### src/rtl/sram_req_arbiter.sv
// sram_req_arbiter: shares one SRAM-like slave port between the instruction
// fetch requester and the data requester, one transaction in flight at a time.
// Optional macro ARB_ROUND_ROBIN_EN: ties in IDLE alternate between the two
// requesters instead of always going to the data side.
module sram_req_arbiter #(
  parameter int unsigned ADDR_W = 32,
  parameter int unsigned DATA_W = 32
) (
  input  logic              clk,
  input  logic              resetn,
  // instruction-fetch requester
  input  logic              inst_req,
  input  logic              inst_wr,
  input  logic [1:0]        inst_size,
  input  logic [ADDR_W-1:0] inst_addr,
  input  logic [DATA_W-1:0] inst_wdata,
  output logic              inst_addr_ok,
  output logic              inst_data_ok,
  output logic [DATA_W-1:0] inst_rdata,
  // data requester
  input  logic              data_req,
  input  logic              data_wr,
  input  logic [1:0]        data_size,
  input  logic [ADDR_W-1:0] data_addr,
  input  logic [DATA_W-1:0] data_wdata,
  output logic              data_addr_ok,
  output logic              data_data_ok,
  output logic [DATA_W-1:0] data_rdata,
  // slave port
  output logic              m_req,
  output logic              m_wr,
  output logic [1:0]        m_size,
  output logic [ADDR_W-1:0] m_addr,
  output logic [DATA_W-1:0] m_wdata,
  input  logic              m_addr_ok,
  input  logic              m_data_ok,
  input  logic [DATA_W-1:0] m_rdata,
  output logic              busy
);

  typedef enum logic [1:0] {
    S_IDLE = 2'd0,
    S_ADDR = 2'd1,
    S_DATA = 2'd2
  } state_e;

  localparam logic OWN_INST = 1'b0;
  localparam logic OWN_DATA = 1'b1;

  state_e            state_q;
  state_e            state_d;
  logic              owner_q;
  logic              wr_q;
  logic [1:0]        size_q;
  logic [ADDR_W-1:0] addr_q;
  logic [DATA_W-1:0] wdata_q;
  logic              grant_data_c;
  logic              grant_inst_c;
  logic              data_ok_c;

`ifdef ARB_ROUND_ROBIN_EN
  logic last_grant_q;

  // Remember which side won the most recent grant so a tie goes to the other
  always_ff @(posedge clk) begin
    if (!resetn) begin
      last_grant_q <= OWN_INST;
    end else if (grant_data_c) begin
      last_grant_q <= OWN_DATA;
    end else if (grant_inst_c) begin
      last_grant_q <= OWN_INST;
    end
  end

  // Grant decision: alternate on a tie, single requests win immediately
  always_comb begin
    grant_data_c = 1'b0;
    grant_inst_c = 1'b0;
    if (resetn && (state_q == S_IDLE)) begin
      if (data_req && inst_req) begin
        grant_data_c = (last_grant_q == OWN_INST);
        grant_inst_c = (last_grant_q == OWN_DATA);
      end else begin
        grant_data_c = data_req;
        grant_inst_c = inst_req;
      end
    end
  end
`else
  // Grant decision: data always beats instruction fetch
  always_comb begin
    grant_data_c = 1'b0;
    grant_inst_c = 1'b0;
    if (resetn && (state_q == S_IDLE)) begin
      grant_data_c = data_req;
      grant_inst_c = inst_req && !data_req;
    end
  end
`endif

  // State register
  always_ff @(posedge clk) begin
    if (!resetn) begin
      state_q <= S_IDLE;
    end else begin
      state_q <= state_d;
    end
  end

  // Next-state logic
  always_comb begin
    state_d = state_q;
    case (state_q)
      S_IDLE: if (grant_data_c || grant_inst_c) state_d = S_ADDR;
      S_ADDR: if (m_addr_ok) state_d = S_DATA;
      S_DATA: if (m_data_ok) state_d = S_IDLE;
      default: state_d = S_IDLE;
    endcase
  end

  // Capture the granted request so the slave sees stable fields
  always_ff @(posedge clk) begin
    if (!resetn) begin
      owner_q <= OWN_INST;
      wr_q    <= 1'b0;
      size_q  <= 2'd0;
      addr_q  <= '0;
      wdata_q <= '0;
    end else if (grant_data_c) begin
      owner_q <= OWN_DATA;
      wr_q    <= data_wr;
      size_q  <= data_size;
      addr_q  <= data_addr;
      wdata_q <= data_wdata;
    end else if (grant_inst_c) begin
      owner_q <= OWN_INST;
      wr_q    <= inst_wr;
      size_q  <= inst_size;
      addr_q  <= inst_addr;
      wdata_q <= inst_wdata;
    end
  end

  // Outputs: slave fields only while presenting an address, response routed to owner
  always_comb begin
    inst_addr_ok = grant_inst_c;
    data_addr_ok = grant_data_c;
    m_req        = 1'b0;
    m_wr         = 1'b0;
    m_size       = 2'd0;
    m_addr       = '0;
    m_wdata      = '0;
    data_ok_c    = resetn && (state_q == S_DATA) && m_data_ok;
    inst_data_ok = data_ok_c && (owner_q == OWN_INST);
    data_data_ok = data_ok_c && (owner_q == OWN_DATA);
    inst_rdata   = m_rdata;
    data_rdata   = m_rdata;
    busy         = (state_q != S_IDLE);
    if (state_q == S_ADDR) begin
      m_req   = 1'b1;
      m_wr    = wr_q;
      m_size  = size_q;
      m_addr  = addr_q;
      m_wdata = wdata_q;
    end
  end

endmodule

### config.mk
export PLATFORM = sky130hd
export DESIGN_NAME = sram_req_arbiter
export DESIGN_NICKNAME = d
export VERILOG_FILES = /design/src/rtl/sram_req_arbiter.sv
export SDC_FILE = /design/constraint.sdc
export NUM_CORES = 1
export LEC_CHECK = 0
export ABC_AREA = 0
export BUFFER_PORTS_ARGS = -buffer_cell sky130_fd_sc_hd__buf_2
export CAP_MARGIN = 25
export CELL_PAD_IN_SITES_DETAIL_PLACEMENT = 1
export CELL_PAD_IN_SITES_GLOBAL_PLACEMENT = 1
export CORE_ASPECT_RATIO = 0.8
export CORE_MARGIN = 2
export CORE_UTILIZATION = 28
export CTS_CLUSTER_DIAMETER = 30
export DETAILED_ROUTE_END_ITERATION = 10
export PLACE_DENSITY_LB_ADDON = 0.1
export SLEW_MARGIN = 20
export SYNTH_ARGS = -nofsm -noshare
export SYNTH_HDL_FRONTEND = slang
export SYNTH_SLANG_ARGS = --single-unit
### constraint.sdc
create_clock -name clk -period 1.95 [get_ports clk]
set_clock_uncertainty 0.15 [all_clocks]
set_input_delay 0.195 -clock clk [delete_from_list [all_inputs] [get_ports clk]]
set_output_delay 0.195 -clock clk [all_outputs]
set_load 0.01 [all_outputs]
; ---- Word level (Yosys, flattened, before mapping)
; Index checks and enable logic that the tools add are counted.
; Widths: inputs -> output; s select.
[op_classes]
n_eq_ne = 5
muxes = 21
n_bitwise = 1
reduce_logical = 12
[ops]
columns = cell, n
row1 = $mux 32, 6
row2 = $mux 2, 6
row3 = $mux 1, 8
row4 = $logic_and 1x1->1, 6
row5 = $pmux 2 s3, 1
row6 = $ne 2x2->1 const B, 2
row7 = $reduce_bool 2->1, 2
row8 = $reduce_and 3->1, 1
row9 = $eq 2x1->1 const B, 1
row10 = $eq 2x2->1 const B, 1
row11 = $logic_not 2->1, 1
row12 = $ne 2x1->1 const B, 1
row13 = $logic_not 1->1, 1
row14 = $logic_or 1x1->1, 1
row15 = $not 1->1, 1
[totals]
reg_bits = 70
input_bits = 172
output_inout_bits = 137
elab_cells = 45

; ---- Logic depth before layout (Yosys ltp)
; Gate-level depths: netlist of run 1.
[depth]
depth_word = 6
ltp_mapped = 5
depth_no_buf = 3

; ---- Worst setup path after synthesis of run 1
; No wires, ideal clock.
[synth_path]
path_type = register -> output
from = reg state_q[0]
to = out m_addr[23]
arrival_time_ns = 1.085
required_ns = 1.605
path_slack_ns = 0.520
stages_incl_launch_ff = 4
path_buffers = 1
cell_sequence = dfxtp_1 > and2b_2 > clkbuf_1 > and2_1
[synth_between]
elab_chain_cells = 2
[synth_lines]
columns = item, line_no
row1 = from (decl), 50  ; state_e state_q;
row2 = from (signal assigned), 106  ; state_q <= state_d;
row3 = $eq 2x1->1, 159  ; if (state_q == S_ADDR) begin
row4 = $mux 32, 159
row5 = to (decl), 33  ; output logic [ADDR_W-1:0] m_addr,
; No other way between the ends.

; ---- Final worst setup path of run 1
[layout_path]
from = reg state_q[0]
to = out inst_addr_ok
[layout_between]
elab_chain_cells = 3
[layout_lines]
columns = item, line_no
row1 = $logic_not 2->1, 94  ; if (resetn && (state_q == S_IDLE)) begin
row2 = $logic_and 1x1->1, 94
row3 = $mux 1, 94
row4 = to (decl), 17  ; output logic inst_addr_ok,
; No other way between the ends.

==> results of run 1 <==
## worst max-delay path: cells and delay by family (launching register included)
| family | cells | cell delay (ps) |
|---|---|---|
| buffers and inverters | 2 | 350 |
| and+or+nand+nor | 3 | 470 |
| DFF | 1 | 360 |
## cell type report
| class | instances | area, µm² |
|---|---|---|
| Sequential cell | 70 | 1400 |
| Clock buffer | 12 | 246 |
| Fill cell | 1902 | 10100 |
| Multi-Input combinational cell | 343 | 2270 |
| Timing Repair Buffer | 228 | 1250 |
| Clock inverter | 4 | 70.1 |
| Inverter | 6 | 22.5 |
| Tap cell | 215 | 269 |
## cells in the final DEF (no fill, tap or decap), types with 2 or more instances in the layout
| master | n |
|---|---|
| buf_12 | 5 |
| nor3b_1 | 2 |
| o221a_1 | 18 |
| nor2_1 | 63 |
| nor2b_1 | 64 |
| a2bb2oi_1 | 5 |
| a21oi_1 | 63 |
| clkbuf_16 | 9 |
| dfxtp_1 | 70 |
| o221a_2 | 49 |
| buf_4 | 12 |
| buf_2 | 211 |
| clkinv_2 | 2 |
| bufinv_16 | 2 |
| inv_1 | 6 |
| and2_1 | 67 |
| clkbuf_1 | 2 |
## logic make-up (layout without fill, tap and decap cells)
group,count (synthesis),in the layout,synth area share (%)
AO/OA/AOI/OAI,139,139,25.9
buffers and inverters,120,250,17.1
flip-flops,70,70,31.6
AND/OR/NAND/NOR,204,204,25.4
## path summary, 6_finish.rpt
path / start / cells after the start / slack [ps] / to
setup / recovery: state_q[0]$_SDFFE_PN0P_ / 5 / 100 / inst_addr_ok
hold / removal: m_addr_ok / 3 / 1 / state_q[1]$_SDFFE_PN0P_
setup reg to reg: state_q[0]$_SDFFE_PN0P_ / 4 / 340 / addr_q[3]$_SDFFE_PN0P_
hold reg to reg: wdata_q[21]$_SDFFE_PN0P_ / 1 / 370 / wdata_q[21]$_SDFFE_PN0P_
## power breakdown
group / internal [W] / switching [W] / leakage (nW)
Sequential: 0.00160 / 0.0000864 / 0.585
Combinational: 0.000507 / 0.000507 / 1.87
Clock: 0.00115 / 0.000594 / 0.157
## sequential cells by signal (all words and copies together) (netlist names)
| name | count |
|---|---|
| wdata_q | 32 |
| owner_q | 1 |
| size_q | 2 |
| wr_q | 1 |
| addr_q | 32 |
| state_q | 2 |
## timing repair
item                       in CTS  in global routing
resized for setup               1                  0
setup endpoints to repair      35                  0
setup buffers                   1                  0
## per-stage QoR
stage	std cells	worst slack [ps]	cell area [µm²]	utilization, %	hold slack, ps
floorplan	533	520	4430	-	208
global placement	861	312	5200	33.3	240
detailed placement	861	298	5200	33.3	240
CTS	878	57.7	5530	35.3	0.436
global route	878	4.03	5530	35.3	14.1
finish	878	101	5530	35.3	1.42
## per-layer routing
layer | global-route usage, % | up-vias | part of all wire, %
li1 | - | 2028 | -
met1 | 20.2 | 1951 | 44
met2 | 29.2 | 112 | 50
met3 | 3.57 | 22 | 4.9
met4 | 5.11 | 0 | 1.5
met5 | 0 | - | 0
## Yosys cell counts (all sizes together)
| library cell | n | area, µm² |
|---|---|---|
| a21bo | 1 | 10.0 |
| a21boi | 1 | 7.51 |
| a21oi | 63 | 315 |
| a2bb2oi | 5 | 43.8 |
| and2 | 67 | 419 |
| and2b | 1 | 8.76 |
| and3 | 1 | 6.26 |
| buf | 89 | 642 |
| clkbuf | 25 | 93.8 |
| dfxtp | 70 | 1400 |
| inv | 6 | 22.5 |
| nand2 | 2 | 10.0 |
| nand2b | 1 | 6.26 |
| nand3 | 1 | 5.00 |
| nor2 | 64 | 248 |
| nor2b | 64 | 400 |
| nor3 | 1 | 5.00 |
| nor3b | 2 | 15.0 |
| o21a | 2 | 16.3 |
| o221a | 67 | 754 |
==> results by group, run 1 <==
Outcome
  • Status: finished clean

Min path
  • Worst min path class: primary input to flip-flop

Clock tree
  • H-tree depth: 3
  • Root Driver: clkbuf_16
  • CTS tree: yes
  • CTS max path bufs: 2
  • Num CTS Buffers: 9
  • Clk Latency, worst-skew pair: 330 ps
  • Worst-path clk slew: 50 ps
  • # clock sinks: 70
  • Hold_buf cts: 0

Power and ir drop
  • Pwr dens: 805 mW/mm²
  • Final Power: 0.00445 W
  • Leak Pwr: 2.62 nW
  • IR drop worst, VDD: 0.428 mV

Route
  • Routed WL: 14100 µm
  • Detailed Routing Iterations Pass 1: 4
  • ANT nets after route: 0
  • DR vias: 4113
  • DRC: 0
  • Via density: 4.68
  • Wire per inst: 16.1 µm
  • Iteration-0 DRC Markers: 152

Global route
  • Largest net degree at the start of global routing: 53
  • Initial antenna violation count: 0
  • Gr usage total: 16.5%
  • Vias in the first global route: 4219
  • First-pass GRT wire length: 21700 µm
  • Total grt overflow: 0

Timing
  • Fin. Hold Viols: 0
  • Slew @ Worst Pin: 414 ps
  • RSZ-0062 raised after global routing: no
  • Setup Viol. Count Final: 0
  • Final Max Slew Viols: 0
  • Tmin final: 1850 ps
  • Setup tns final: 0 ps
  • Slew Limit Headroom: 72.4%
  • Fmax achieved: 541 MHz
  • Fin crit share: 94.8%

Finish
  • P&R area growth vs syn: 24.8%
  • Nets@finish: 830
  • Share of cells above drive strength 1: 44.6%
  • Antenna cells: 0

Logic synthesis
  • Post-Syn Nets: 705
  • Mean Syn Cell Area: 8.31 µm²
  • Synth Instances: 533
  • Synthesized area: 0.00443 mm²
  • Seq/Total Area, Yosys: 31.6%
  • Warnings, synthesis: 0
  • Synth cell types: 27
  • Yosys reg bits: 70

Floorplan
  • Initial Util: 28.3%
  • I/O pin cnt: 309
  • Die ar.: 0.0169 mm²
  • Core area: 0.0156 mm²
  • Die H: 117 µm
  • Die Wd: 145 µm
  • FP Rows: 41

Setup path
  • Worst path cell trace: nor2_4, nand2_2, buf_4, nor2_1, buf_2
  • Crit. End Element: output pin
  • Crit Path Max Fanout: 13
  • CP required: 1600 ps
  • Slowest cell on crit path: dfxtp_1
  • Startpoint types: flip-flop
  • Crit path kind: flip-flop to output pin
  • Crit path arrival time: 1500 ps
  • Worst path max stage delay: 360 ps

Run
  • Max-cap viol count: 0

Placement
  • Port Buffers: 212
  • Routability cong.: 0.719
  • Post-DP HPWL: 10500 µm
Note: power is estimated with default switching activity, not from simulation.
==> run 2, diff against run 1 <==
Settings changed: GPL_TIMING_DRIVEN set to 0.
==> results by group, run 2 (synthesis results as in run 1) <==
Clock tree
  • Post-CTS setup buffer count: 0
  • H-tree depth: 3
  • Worst-path clk slew: 60 ps
  • Num CTS Buffers: 9
  • Root Driver: clkbuf_16
  • CTS max path bufs: 2
  • # clock sinks: 70
  • CTS tree: yes
  • Clk Latency, worst-skew pair: 330 ps

Power and ir drop
  • Switch Pwr: 0.00130 W
  • Leak Pwr: 3.23 nW
  • Pwr dens: 731 mW/mm²
  • Register share of total power: 36.0%
  • Int Pwr: 0.00339 W
  • Switching Fraction: 27.7%
  • Clock power share: 37.4%
  • Logic pwr share: 26.6%
  • IR drop worst, VDD: 0.341 mV
  • Final Power: 0.00469 W

Timing
  • Slew Limit Headroom: 63.9%
  • Final Max Slew Viols: 0
  • Fin crit share: 96.2%
  • Slew @ Worst Pin: 541 ps
  • Tmin final: 1870 ps
  • Setup tns final: 0 ps
  • Fmax achieved: 533 MHz
  • Fin. Hold Viols: 0
  • RSZ-0062 raised after global routing: no
  • Setup Viol. Count Final: 0

Setup path
  • CP required: 1600 ps
  • Crit path arrival time: 1530 ps
  • Flop2flop setup slack: 200 ps
  • Crit Path Max Fanout: 10
  • Crit. End Element: output pin
  • RR Startpoint: state_q[0]$_SDFFE_PN0P_
  • RR Endpoint: wdata_q[10]$_SDFFE_PN0P_
  • Crit path kind: flip-flop to output pin
  • Reg2reg path depth: 5
  • Startpoint types: flip-flop

Min path
  • Hold path depth: 4
  • Hold wc startpoint: m_data_ok
  • Min-Delay Endpoint: state_q[1]$_SDFFE_PN0P_
  • Worst min path class: primary input to flip-flop

Finish
  • Number of fillers in the final layout: 1984
  • Share of cells above drive strength 1: 53.2%
  • Antenna cells: 0
  • Nets@finish: 991
  • P&R area growth vs syn: 45.0%
  • Largest regs: addr_q (32), wdata_q (32)
  • Commonest non-fill, non-tap cells in the layout: 287 x buf_2, 74 x buf_4, 69 x dfxtp_1
  • Commonest non-fill, non-tap cell in the layout: buf_2

Route
  • Iteration-0 DRC Markers: 160
  • Routed WL: 16300 µm
  • ANT nets after route: 0
  • DRC: 0
  • Via density: 4.59
  • Detailed Routing Iterations Pass 1: 6
  • DR vias: 4771
  • Wire per inst: 15.7 µm

Floorplan
  • FP Rows: 41
  • Initial Util: 28.3%
  • Die ar.: 0.0169 mm²
  • Die H: 117 µm
  • I/O pin cnt: 309
  • Core area: 0.0156 mm²
  • Die Wd: 145 µm

Global route
  • First-pass GRT wire length: 24600 µm
  • Largest net degree at the start of global routing: 15
  • Gr usage total: 18.8%
  • Initial antenna violation count: 0
  • Total grt overflow: 0
  • Vias in the first global route: 4969

Run
  • Max-cap viol count: 0

Placement
  • Port Buffers: 275
  • Post-DP HPWL: 13100 µm
  • Routability cong.: 0.738

Outcome
  • Status: finished clean
==> run 2: cell count changes in the layout (fill, tap and decap cells not counted), moves of 2 or more <==
| cell | before | now |
|---|---|---|
| buf_2 | 211 | 287 |
| buf_4 | 12 | 74 |
| clkbuf_1 | 2 | 17 |
| buf_12 | 5 | 0 |
| buf_1 | 0 | 4 |
| buf_6 | 0 | 3 |
| clkbuf_4 | 0 | 2 |
| clkinvlp_4 | 0 | 2 |
==> run 2: worst max path at each step <==
stage / from / endpoint / slack, ps
5_1_grt: state_q[1]$_SDFFE_PN0P_ / m_addr[18] / 4
6_report: state_q[1]$_SDFFE_PN0P_ / m_addr[1] / 80
2_1_floorplan: state_q[0]$_SDFFE_PN0P_ / m_addr[23] / 520
4_1_cts: state_q[0]$_SDFFE_PN0P_ / m_addr[26] / 4
3_3_place_gp: state_q[0]$_SDFFE_PN0P_ / m_wdata[3] / 100
3_5_place_dp: state_q[0]$_SDFFE_PN0P_ / m_wdata[2] / 110
==> run 2: final cells by class <==
| class | count | area [µm²] | area share, % |
|---|---|---|---|
| multi-input combinational | 343 | 2270 | 35.4 |
| sequential | 70 | 1400 | 21.8 |
| timing repair buffer | 276 | 1390 | 21.6 |
| buffer | 113 | 748 | 11.6 |
| tap | 215 | 269 | 4.19 |
| clock buffer | 10 | 239 | 3.72 |
| clock inverter | 6 | 85.1 | 1.32 |
| inverter | 6 | 22.5 | 0.351 |
==> run 2: metal layers <==
| layer | share of wire, % | vias to the layer above | wire, µm | GRT usage (%) |
|---|---|---|---|---|
| met5 | 0 | - | 0 | 0 |
| met4 | 0.94 | 0 | 153 | 3.75 |
| met3 | 5.7 | 11 | 930 | 4.06 |
| met2 | 52 | 165 | 8470 | 35.3 |
| met1 | 41 | 2241 | 6770 | 22.1 |
| li1 | - | 2354 | - | - |
==> run 2: repair_timing <==
item / CTS / global route
resized for setup: 9 / 9
pin swaps: 0 / 0
hold buffers: 1 / 0
hold endpoints to repair: 1 / 0
endpoints found under the setup margin: 69 / 67
==> run 2: metrics by stage <==
| stage | util (%) | setup slack, ps | cells | hold WS (ps) | instance area [µm²] |
|---|---|---|---|---|---|
| 2_1_floorplan | - | 520 | 533 | 208 | 4430 |
| 3_3_place_gp | 38.8 | 99.1 | 1023 | 321 | 6080 |
| 3_5_place_dp | 38.8 | 106 | 1023 | 334 | 6080 |
| 4_1_cts | 41.0 | 4.42 | 1039 | 61.0 | 6420 |
| 5_1_grt | 41.1 | 4.40 | 1039 | 107 | 6420 |
| 6_report | 41.1 | 75.0 | 1039 | 76.8 | 6420 |
==> run 2: power by group through the flow <==
stage / sequential, W / clock [W] / combinational (W)
final: 0.00169 / 0.00176 / 0.00125
after global routing: 0.00171 / 0.00185 / 0.00138
after CTS: 0.00169 / 0.00179 / 0.00127
after detailed placement: 0.00172 / 0 / 0.00126
after global placement: 0.00171 / 0 / 0.00123
after floorplan: 0.00169 / 0 / 0.000777
==> run 2: worst max-delay path, cell delays in order, from the launching register on <==
cell	delay (ps)
dfxtp_1	350
and2b_4	330
buf_2	220
and2_1	160
buf_2	130
==> run 3, diff against run 2 <==
Settings changed: CORE_ASPECT_RATIO 0.8 to 1.75.
==> results by group, run 3 (synthesis results as in run 1) <==
Setup path
  • Crit Path Max Fanout: 10
  • Slowest cell on crit path: dfxtp_1
  • CP required: 1600 ps
  • Worst path cell trace: and2b_4, clkbuf_2, and2_1, buf_2
  • Crit path kind: flip-flop to output pin
  • Startpoint types: flip-flop
  • Crit path arrival time: 1550 ps
  • Crit. End Element: output pin
  • Worst path max stage delay: 350 ps

Global route
  • Gr usage total: 19.3%
  • Vias in the first global route: 5125
  • First-pass GRT wire length: 25800 µm
  • GRT met2 Usage: 39.0%
  • Gr busiest metal: met2
  • Met3 GRT Util: 4.64%
  • GRT met1 Usage: 18.9%
  • Initial antenna violation count: 1
  • Total grt overflow: 0
  • Largest net degree at the start of global routing: 15

Floorplan
  • Initial Util: 28.6%
  • FP Rows: 60
  • Die Wd: 99.1 µm
  • Die ar.: 0.0169 mm²
  • Core area: 0.0155 mm²
  • Die H: 170 µm
  • I/O pin cnt: 309

Placement
  • Post-DP HPWL: 13900 µm
  • Port Buffers: 275
  • Area after DPL: 0.00604 mm²
  • Routability cong.: 0.816
  • Placed Cells: 994

Finish
  • Nets@finish: 991
  • Final core utilization: 41.2%
  • Finished Layout Cells: 1011
  • Commonest non-fill, non-tap cell in the layout: buf_2
  • Share of cells above drive strength 1: 53.2%
  • Commonest non-fill, non-tap cells in the layout: 285 x buf_2, 74 x buf_4, 69 x dfxtp_1
  • Largest regs: addr_q (32), wdata_q (32)
  • Design area: 0.00637 mm²
  • P&R area growth vs syn: 43.8%

Power and ir drop
  • Pwr dens: 717 mW/mm²
  • IR drop worst, VDD: 0.296 mV
  • Final Power: 0.00457 W
  • Leak Pwr: 3.22 nW

Route
  • DRC: 0
  • Via density: 4.74
  • DR vias: 4789
  • Detailed Routing Iterations Pass 1: 4
  • Routed WL: 16900 µm
  • Wire per inst: 16.7 µm
  • ANT nets after route: 0
  • Iteration-0 DRC Markers: 88

Clock tree
  • Root Driver: clkbuf_16
  • Worst-path clk slew: 50 ps
  • Post-CTS setup buffer count: 0
  • Clk Latency, worst-skew pair: 320 ps
  • # clock sinks: 70
  • CTS tree: yes
  • CTS max path bufs: 2
  • H-tree depth: 3
  • Num CTS Buffers: 9

Timing
  • Fmax achieved: 528 MHz
  • RSZ-0062 raised after global routing: yes
  • Fin. Hold Viols: 0
  • Hold_ws: 73.6 ps
  • Slew @ Worst Pin: 521 ps
  • Tmin final: 1890 ps
  • Fin crit share: 97.1%
  • Final Max Slew Viols: 0
  • Setup Viol. Count Final: 0
  • Slew Limit Headroom: 65.3%

Run
  • Max-cap viol count: 0

Outcome
  • Status: finished clean

Min path
  • Worst min path class: primary input to flip-flop
[run 3: what timing repair did]
item                       CTS  global route
setup endpoints to repair   69            15
cloned                       0             0
hold buffers                 1             0
hold endpoints to repair     1             0
pin swaps                    0             0
resized for setup           11             6
[run 3: final timing paths]
check                                         startpoint                       end  slack, ps  cells after the start
worst max-delay path             state_q[1]$_SDFFE_PN0P_                 m_addr[7]         60                      4
worst min-delay path                           m_data_ok   state_q[1]$_SDFFE_PN0P_         70                      4
worst max register to register   state_q[0]$_SDFFE_PN0P_   wdata_q[9]$_SDFFE_PN0P_        210                      5
worst min register to register  wdata_q[18]$_SDFFE_PN0P_  wdata_q[18]$_SDFFE_PN0P_        370                      1
[run 3: final cells by class]
| cell class | instances | area (µm²) |
|---|---|---|
| fill | 2010 | 9090 |
| tap | 186 | 233 |
| sequential | 70 | 1400 |
| buffer | 113 | 751 |
| multi-input combinational | 343 | 2270 |
| clock buffer | 10 | 239 |
| timing repair buffer | 276 | 1390 |
| antenna | 1 | 2.50 |
| clock inverter | 6 | 61.3 |
| inverter | 6 | 22.5 |
[run 3: power breakdown]
part | switching [W] | internal [W] | total (W)
clock | 0.000623 | 0.00102 | 0.00164
sequential | 0.0000796 | 0.00160 | 0.00168
combinational | 0.000604 | 0.000640 | 0.00124
[run 3: per-stage QoR]
stage | TNS, ps | setup WS, ps
final | 0 | 55.9
after global routing | -9.27 | -5.35
after CTS | 0 | 33.0
after detailed placement | 0 | 118
after global placement | 0 | 142
after floorplan | 0 | 520
[run 3: routing by layer]
layer	share of wire, %	up-vias
met4	1.5	0
met1	34	2225
met3	7.5	12
li1	-	2357
met2	57	195
met5	0	-
[run 3: critical path: cells and delay by family, from the launching register on]
kind | cells | cell delay, ps
buffers and inverters | 2 | 360
and+or+nand+nor | 2 | 510
DFF | 1 | 350
